==> src/rtl/keypad_pkg.sv <==
// Shared key codes, FSM state type and key classification helper
// for the keypad entry controller.
package keypad_pkg;

    localparam logic [4:0] KEY_BKSP  = 5'd16;
    localparam logic [4:0] KEY_CLR   = 5'd17;
    localparam logic [4:0] KEY_ENTER = 5'd18;
    localparam logic [4:0] KEY_RSVD  = 5'd19;

    typedef enum logic {
        ENTRY,
        SEND
    } state_t;

    function automatic logic is_digit(input logic [4:0] key);
        return key < 5'd16;
    endfunction

endpackage

==> src/rtl/keypad_entry_ctrl_if.sv <==
// Operand hand-off channel: valid/ready handshake carrying one WIDTH-bit operand.
interface keypad_entry_ctrl_if #(
    parameter int WIDTH = 32
) ();

    logic             out_valid;
    logic             out_ready;
    logic [WIDTH-1:0] out_data;

    modport master (output out_valid, output out_data, input  out_ready);
    modport slave  (input  out_valid, input  out_data, output out_ready);

endinterface

==> src/rtl/keypad_entry_ctrl_key_event_gate.sv <==
// Turns the level keyclk strobe into a single-cycle accept pulse, with a
// post-accept lockout window that drops (not defers) further rising edges.
module key_event_gate #(
    parameter int LOCKOUT = 255
) (
    input  logic clk,
    input  logic rst,
    input  logic keyclk,
    input  logic enable,
    output logic key_accept
);

    localparam logic [7:0] LOCK_LOAD = 8'(LOCKOUT);

    logic       keyclk_q;
    logic [7:0] lock_cnt;

    assign key_accept = keyclk & ~keyclk_q & (lock_cnt == '0) & enable;

    // keyclk_q follows keyclk even while disabled, so a key held across
    // the return to ENTRY does not produce a late event.
    always_ff @(posedge clk) begin
        if (!rst) begin
            keyclk_q <= 1'b0;
            lock_cnt <= '0;
        end else begin
            keyclk_q <= keyclk;
            if (key_accept)
                lock_cnt <= LOCK_LOAD;
            else if (lock_cnt != '0)
                lock_cnt <= lock_cnt - 8'd1;
        end
    end

endmodule

==> src/rtl/keypad_entry_ctrl.sv <==
// Accumulates keypad hex digits into an operand (with backspace/clear/enter)
// and offers each entered operand on a valid/ready channel.
module keypad_entry_ctrl
    import keypad_pkg::*;
#(
    parameter  int WIDTH   = 32,
    parameter  int LOCKOUT = 255,
    localparam int CW      = $clog2(WIDTH/4 + 1)
) (
    input  logic                 clk,
    input  logic                 rst,
    input  logic [4:0]           keycode,
    input  logic                 keyclk,
    keypad_entry_ctrl_if.master  downstream,
    output logic [WIDTH-1:0]     disp_data,
    output logic [CW-1:0]        digit_cnt,
    output logic                 overflow
);

    localparam logic [CW-1:0] MAX_DIGITS = CW'(WIDTH/4);
    localparam logic [CW-1:0] ONE        = CW'(1);

    state_t           state, state_nx;
    logic [WIDTH-1:0] acc, acc_nx;
    logic [WIDTH-1:0] data_q, data_nx;
    logic [CW-1:0]    cnt, cnt_nx;
    logic             ovf, ovf_nx;
    logic             key_accept;

    key_event_gate #(
        .LOCKOUT (LOCKOUT)
    ) u_gate (
        .clk        (clk),
        .rst        (rst),
        .keyclk     (keyclk),
        .enable     (state == ENTRY),
        .key_accept (key_accept)
    );

    always_ff @(posedge clk) begin
        if (!rst) begin
            state  <= ENTRY;
            acc    <= '0;
            data_q <= '0;
            cnt    <= '0;
            ovf    <= 1'b0;
        end else begin
            state  <= state_nx;
            acc    <= acc_nx;
            data_q <= data_nx;
            cnt    <= cnt_nx;
            ovf    <= ovf_nx;
        end
    end

    always_comb begin
        state_nx = state;
        acc_nx   = acc;
        data_nx  = data_q;
        cnt_nx   = cnt;
        ovf_nx   = ovf;
        case (state)
            ENTRY: begin
                if (key_accept) begin
                    if (is_digit(keycode)) begin
                        // Truncation drops the top nibble once the accumulator is full.
                        acc_nx = WIDTH'({acc, keycode[3:0]});
                        if (cnt < MAX_DIGITS)
                            cnt_nx = cnt + ONE;
                        else
                            ovf_nx = 1'b1;
                    end else begin
                        case (keycode)
                            KEY_BKSP: begin
                                acc_nx = acc >> 4;
                                if (cnt != '0)
                                    cnt_nx = cnt - ONE;
                            end
                            KEY_CLR: begin
                                acc_nx = '0;
                                cnt_nx = '0;
                                ovf_nx = 1'b0;
                            end
                            KEY_ENTER: begin
                                if (cnt != '0) begin
                                    data_nx  = acc;
                                    acc_nx   = '0;
                                    cnt_nx   = '0;
                                    ovf_nx   = 1'b0;
                                    state_nx = SEND;
                                end
                            end
                            default: ;
                        endcase
                    end
                end
            end
            SEND: begin
                if (downstream.out_ready)
                    state_nx = ENTRY;
            end
            default: state_nx = ENTRY;
        endcase
    end

    assign downstream.out_valid = (state == SEND);
    assign downstream.out_data  = data_q;
    assign disp_data            = acc;
    assign digit_cnt            = cnt;
    assign overflow             = ovf;

endmodule

==> src/flat_wrapper.sv <==
// flat-port wrapper written by rule: the top's interface ports become plain ports
module keypad_entry_ctrl_flat import keypad_pkg::*;
#(
    parameter  int WIDTH   = 32,
    parameter  int LOCKOUT = 255,
    localparam int CW      = $clog2(WIDTH/4 + 1)
)
  (clk, rst, keycode, keyclk, disp_data, digit_cnt, overflow, downstream_out_valid, downstream_out_data, downstream_out_ready);
  keypad_entry_ctrl_if #(.WIDTH(WIDTH)) downstream_i ();
  input  logic clk;
  input  logic rst;
  input  logic [4:0] keycode;
  input  logic keyclk;
  output logic [WIDTH-1:0] disp_data;
  output logic [CW-1:0] digit_cnt;
  output logic overflow;
  output wire logic [$bits(downstream_i.out_valid)-1:0] downstream_out_valid;
  output wire logic [$bits(downstream_i.out_data)-1:0] downstream_out_data;
  input wire logic [$bits(downstream_i.out_ready)-1:0] downstream_out_ready;
  assign downstream_out_valid = downstream_i.out_valid;
  assign downstream_out_data = downstream_i.out_data;
  assign downstream_i.out_ready = downstream_out_ready;
  keypad_entry_ctrl #(.WIDTH(WIDTH), .LOCKOUT(LOCKOUT)) u_core (.clk(clk), .rst(rst), .keycode(keycode), .keyclk(keyclk), .downstream(downstream_i), .disp_data(disp_data), .digit_cnt(digit_cnt), .overflow(overflow));
endmodule
==> config.mk <==
export PLATFORM = sky130hd
export DESIGN_NAME = keypad_entry_ctrl_flat
export DESIGN_NICKNAME = d
export VERILOG_FILES = /design/src/rtl/keypad_pkg.sv /design/src/rtl/keypad_entry_ctrl_if.sv /design/src/rtl/keypad_entry_ctrl_key_event_gate.sv /design/src/rtl/keypad_entry_ctrl.sv /design/src/flat_wrapper.sv
export SDC_FILE = /design/constraint.sdc
export NUM_CORES = 1
export LEC_CHECK = 0
export BUFFER_PORTS_ARGS = -buffer_cell sky130_fd_sc_hd__buf_2
export CORE_MARGIN = 5
export CORE_UTILIZATION = 40
export DETAILED_ROUTE_END_ITERATION = 10
export MAX_ROUTING_LAYER = met4
export PLACE_DENSITY = 0.64
export REMOVE_ABC_BUFFERS = 1
export SYNTH_ARGS = -nofsm -noshare
export SYNTH_HDL_FRONTEND = slang
export SYNTH_SLANG_ARGS = --single-unit
export TNS_END_PERCENT = 10
==> constraint.sdc <==
create_clock -name clk -period 3 [get_ports clk]
set_clock_uncertainty 0.15 [all_clocks]
set_input_delay 0.6 -clock clk [delete_from_list [all_inputs] [get_ports clk]]
set_output_delay 0.6 -clock clk [all_outputs]
set_load 0.01 [all_outputs]
==> impl_metrics.ini <==
[clock_network]
clkSlewWorstSetupHoldPaths_ps = 90
cts_buffer_depth = 2
cts-resized-gates = 0
cts-buffers-inserted = 9
cts_tree = built
cts-root-buf = clkbuf_8
cts_hold_buf = 0
clkSinkCount = 79
cts_post_setup_buffers_inserted = 0
htreeDepth = 3
clock_latency_ps = 350

[timing]
rsz_0062_raised_after_global_routing = false
slew_headroom_pct = 55.8
final.period_utilization_pct = 79.9
setup_total_negative_slack_ps = 0
hold_violations = 0
achievable-frequency_ghz = 0.417
period_needed_ps = 2400
tightestPinTransition_ps = 662
slew_violations = 0
setup_viol = 0
worst_hold_slack_ps = 308

[floorplan]
die_w_um = 104
die-area_um2 = 10700
num_io_pins = 79
core.rowCount = 34
start_util_pct = 40.6
die_height_um = 104
core_region_area_um2 = 8640

[routing]
remaining_drc_errors = 0
highest_layer_used_for_signal_routing = met4
post_drt_wl_per_cell_um = 16.9
ant_nets = 0
drt-pass1-iter-count = 5
via_per_inst = 5.83
route.met2.wl_um = 4670
vias = 3369
met3RoutedLength_um = 468
wirelength_um = 9750
drt-met1-wl_um = 4510
detailed_route_iter0_violations = 268

[placement]
io_buffers = 78
placedCellCount = 562
post-dp-hpwl_um = 6360
gpl.final_weighted_congestion = 0.829

[setup_path]
cp-end-kind = flop
worst_path_largest_cell_delay_ps = 540
worst-path-max-fanout = 7
path_cells = inv_1, ha_1, nor3b_2, o41a_1, or4b_1, a32o_1
critPathRequiredTime_ps = 3090
reg2regPathDepth = 6
worst_setup_path_start_kind = flop
crit_path_top_delay_cell = or4b_1
timing.reg2reg.setup_slack_ps = 600
reg2reg_from = u_core.digit_cnt[0]
worst_ep_arrival_time_ps = 2490
timing_worst_setup_path_type = flop to flop
worstReg2RegEnd = u_core.digit_cnt[2]
cp-startpoint = u_core.digit_cnt[0]

[synth]
synth-xor-area-share_pct = 0.250
ys_ff_latch = 79
ys_seq_area_share_pct = 45.1
synthDominantCellAreaShare_pct = 45.1
synth_enable_flop_cells = 0
synth_top_family_by_area = compound AO/OA/AOI/OAI gates
ys_top_cells_by_area = dfxtp_1 (45%), a21oi_1 (9.8%), a211oi_1 (7.5%)
yosys.area_share.simple_pct = 13.6
fraction_of_the_mapped_netlist_area_in_compound_gates_pct = 33.0
syn-cell-area_um2 = 3510
synthAdderAreaFrac_pct = 1.43
synth_warnings = 0
synth_top_flop_cell = dfxtp_1
number_of_distinct_standard_cells_referenced_by_the_synthesized_netlist = 45
mux_contribution_to_synthesized_area_pct = 1.21
postSynth.asyncResetShare_pct = 0
synthDominantAreaCellType = dfxtp_1
synth_cells = 402
post_synth.cell_area_avg_um2 = 8.73

[run]
drv.max_cap_violation_count = 0

[power_and_ir_drop]
power_density_nw_per_um2 = 684
max-vdd-ir-drop_mv = 0.246
total_power_w = 0.00289
static-leakage-power_nw = 1.58

[layout]
final_cell_count_no_fill = 578
antenna-diode-count = 0
area.sequential_um2 = 1580
drive_above_1_share_pct = 26.0
multi_input_area_um2 = 1750
finalNetCount = 478
filler_cell_count = 857
layout.cells.most_common = dfxtp_1
final_cell_mix = dfxtp_1 (79), buf_2 (78), a21oi_1 (68)
layout-area-overhead-vs-synth_pct = 20.3

[grt]
global_route.usage.total_pct = 18.0
grt_max_degree = 52
grt_pass1_wl_um = 16200
grt_pass1_vias = 3190
grt_overflow = 0
number_of_antenna_violations_at_the_first_check_in_global_routing = 0

[worst_hold_path]
min_delay_worst_endpoint = u_core.u_gate.keyclk_q
min_delay_path_depth = 2
min_from = keyclk
holdCritPathClass = primary input to flop

[run_status]
status = finished, final reports clean
[power breakdown]
part,leakage [nW],internal [W],switching (W),total (W)
combinational,0.838,0.000294,0.000422,0.000716
clock,0.107,0.000474,0.000410,0.000883
sequential,0.639,0.00115,0.000138,0.00129
[cell usage after synthesis, types with 2 or more instances]
cell type	instances
a211oi_1	35
nor3b_2	4
or3b_2	2
and3_1	2
mux2_2	2
nor2_1	7
a311oi_1	3
mux2i_1	2
and2_1	2
nor3_1	5
a22oi_1	28
nand3_1	42
buf_2	17
ha_1	4
nand2_1	7
o21ai_1	3
nor2b_1	4
and4b_1	2
a21oi_1	69
dfxtp_1	79
o21ai_0	34
inv_1	4
a31oi_1	2
inv_2	2
clkbuf_1	21
[routing by layer]
| layer | track usage, % | vias up |
|---|---|---|
| met4 | 4.35 | 0 |
| met5 | - | - |
| met3 | 3.67 | 10 |
| met2 | 29.3 | 83 |
| met1 | 23.0 | 1621 |
| li1 | - | 1655 |
[sequential cells by signal (all words and copies together) (netlist names)]
signal and cells:
u_core.downstream.out_data 32, u_core.disp_data 32, u_core.overflow 1, u_core.downstream.out_valid 1
u_core.digit_cnt 4, u_core.u_gate.lock_cnt 8, u_core.u_gate.keyclk_q 1
[layout make-up]
type / count / area share (%)
sequential: 79 / 37.5
inverter: 6 / 0.533
tap: 108 / 3.20
timing repair buffer: 91 / 12.2
multi-input combinational: 278 / 41.5
clock buffer: 10 / 3.02
clock inverter: 6 / 2.13
[metrics by stage]
stage,util [%],worst slack (ps),instance area (um2)
floorplan,-,-229,3340
global placement,46.4,692,4000
detailed placement,46.4,610,4000
CTS,48.9,595,4220
global route,48.9,487,4220
finish,48.9,602,4220
[how the worst max path moves through the flow]
stage / to / slack, ps / depth (start not counted)
final: u_core.digit_cnt[2] / 600 / 6
after global routing: u_core.digit_cnt[2] / 490 / 6
after global placement: u_core.digit_cnt[2] / 690 / 6
after detailed placement: u_core.digit_cnt[2] / 610 / 6
after floorplan: u_core.digit_cnt[3] / -230 / 4
after CTS: u_core.digit_cnt[2] / 590 / 6
[worst max-delay path: cells and delay by family, from the launching register on]
kind | cells | cell delay [ps]
and+or+nand+nor | 2 | 730
AOI/OAI and AO/OA | 2 | 660
DFF | 1 | 430
adders and majority gates | 1 | 210
buffers and inverters | 1 | 110
[cells by family after synthesis]
| family | count (synthesis) |
|---|---|
| compound gates | 186 |
| simple gates | 83 |
| flops | 79 |
| buf+inv | 45 |
| mux | 4 |
| fa+ha+maj | 4 |
| xor+xnor | 1 |
Power figures use the tool's default switching activity.
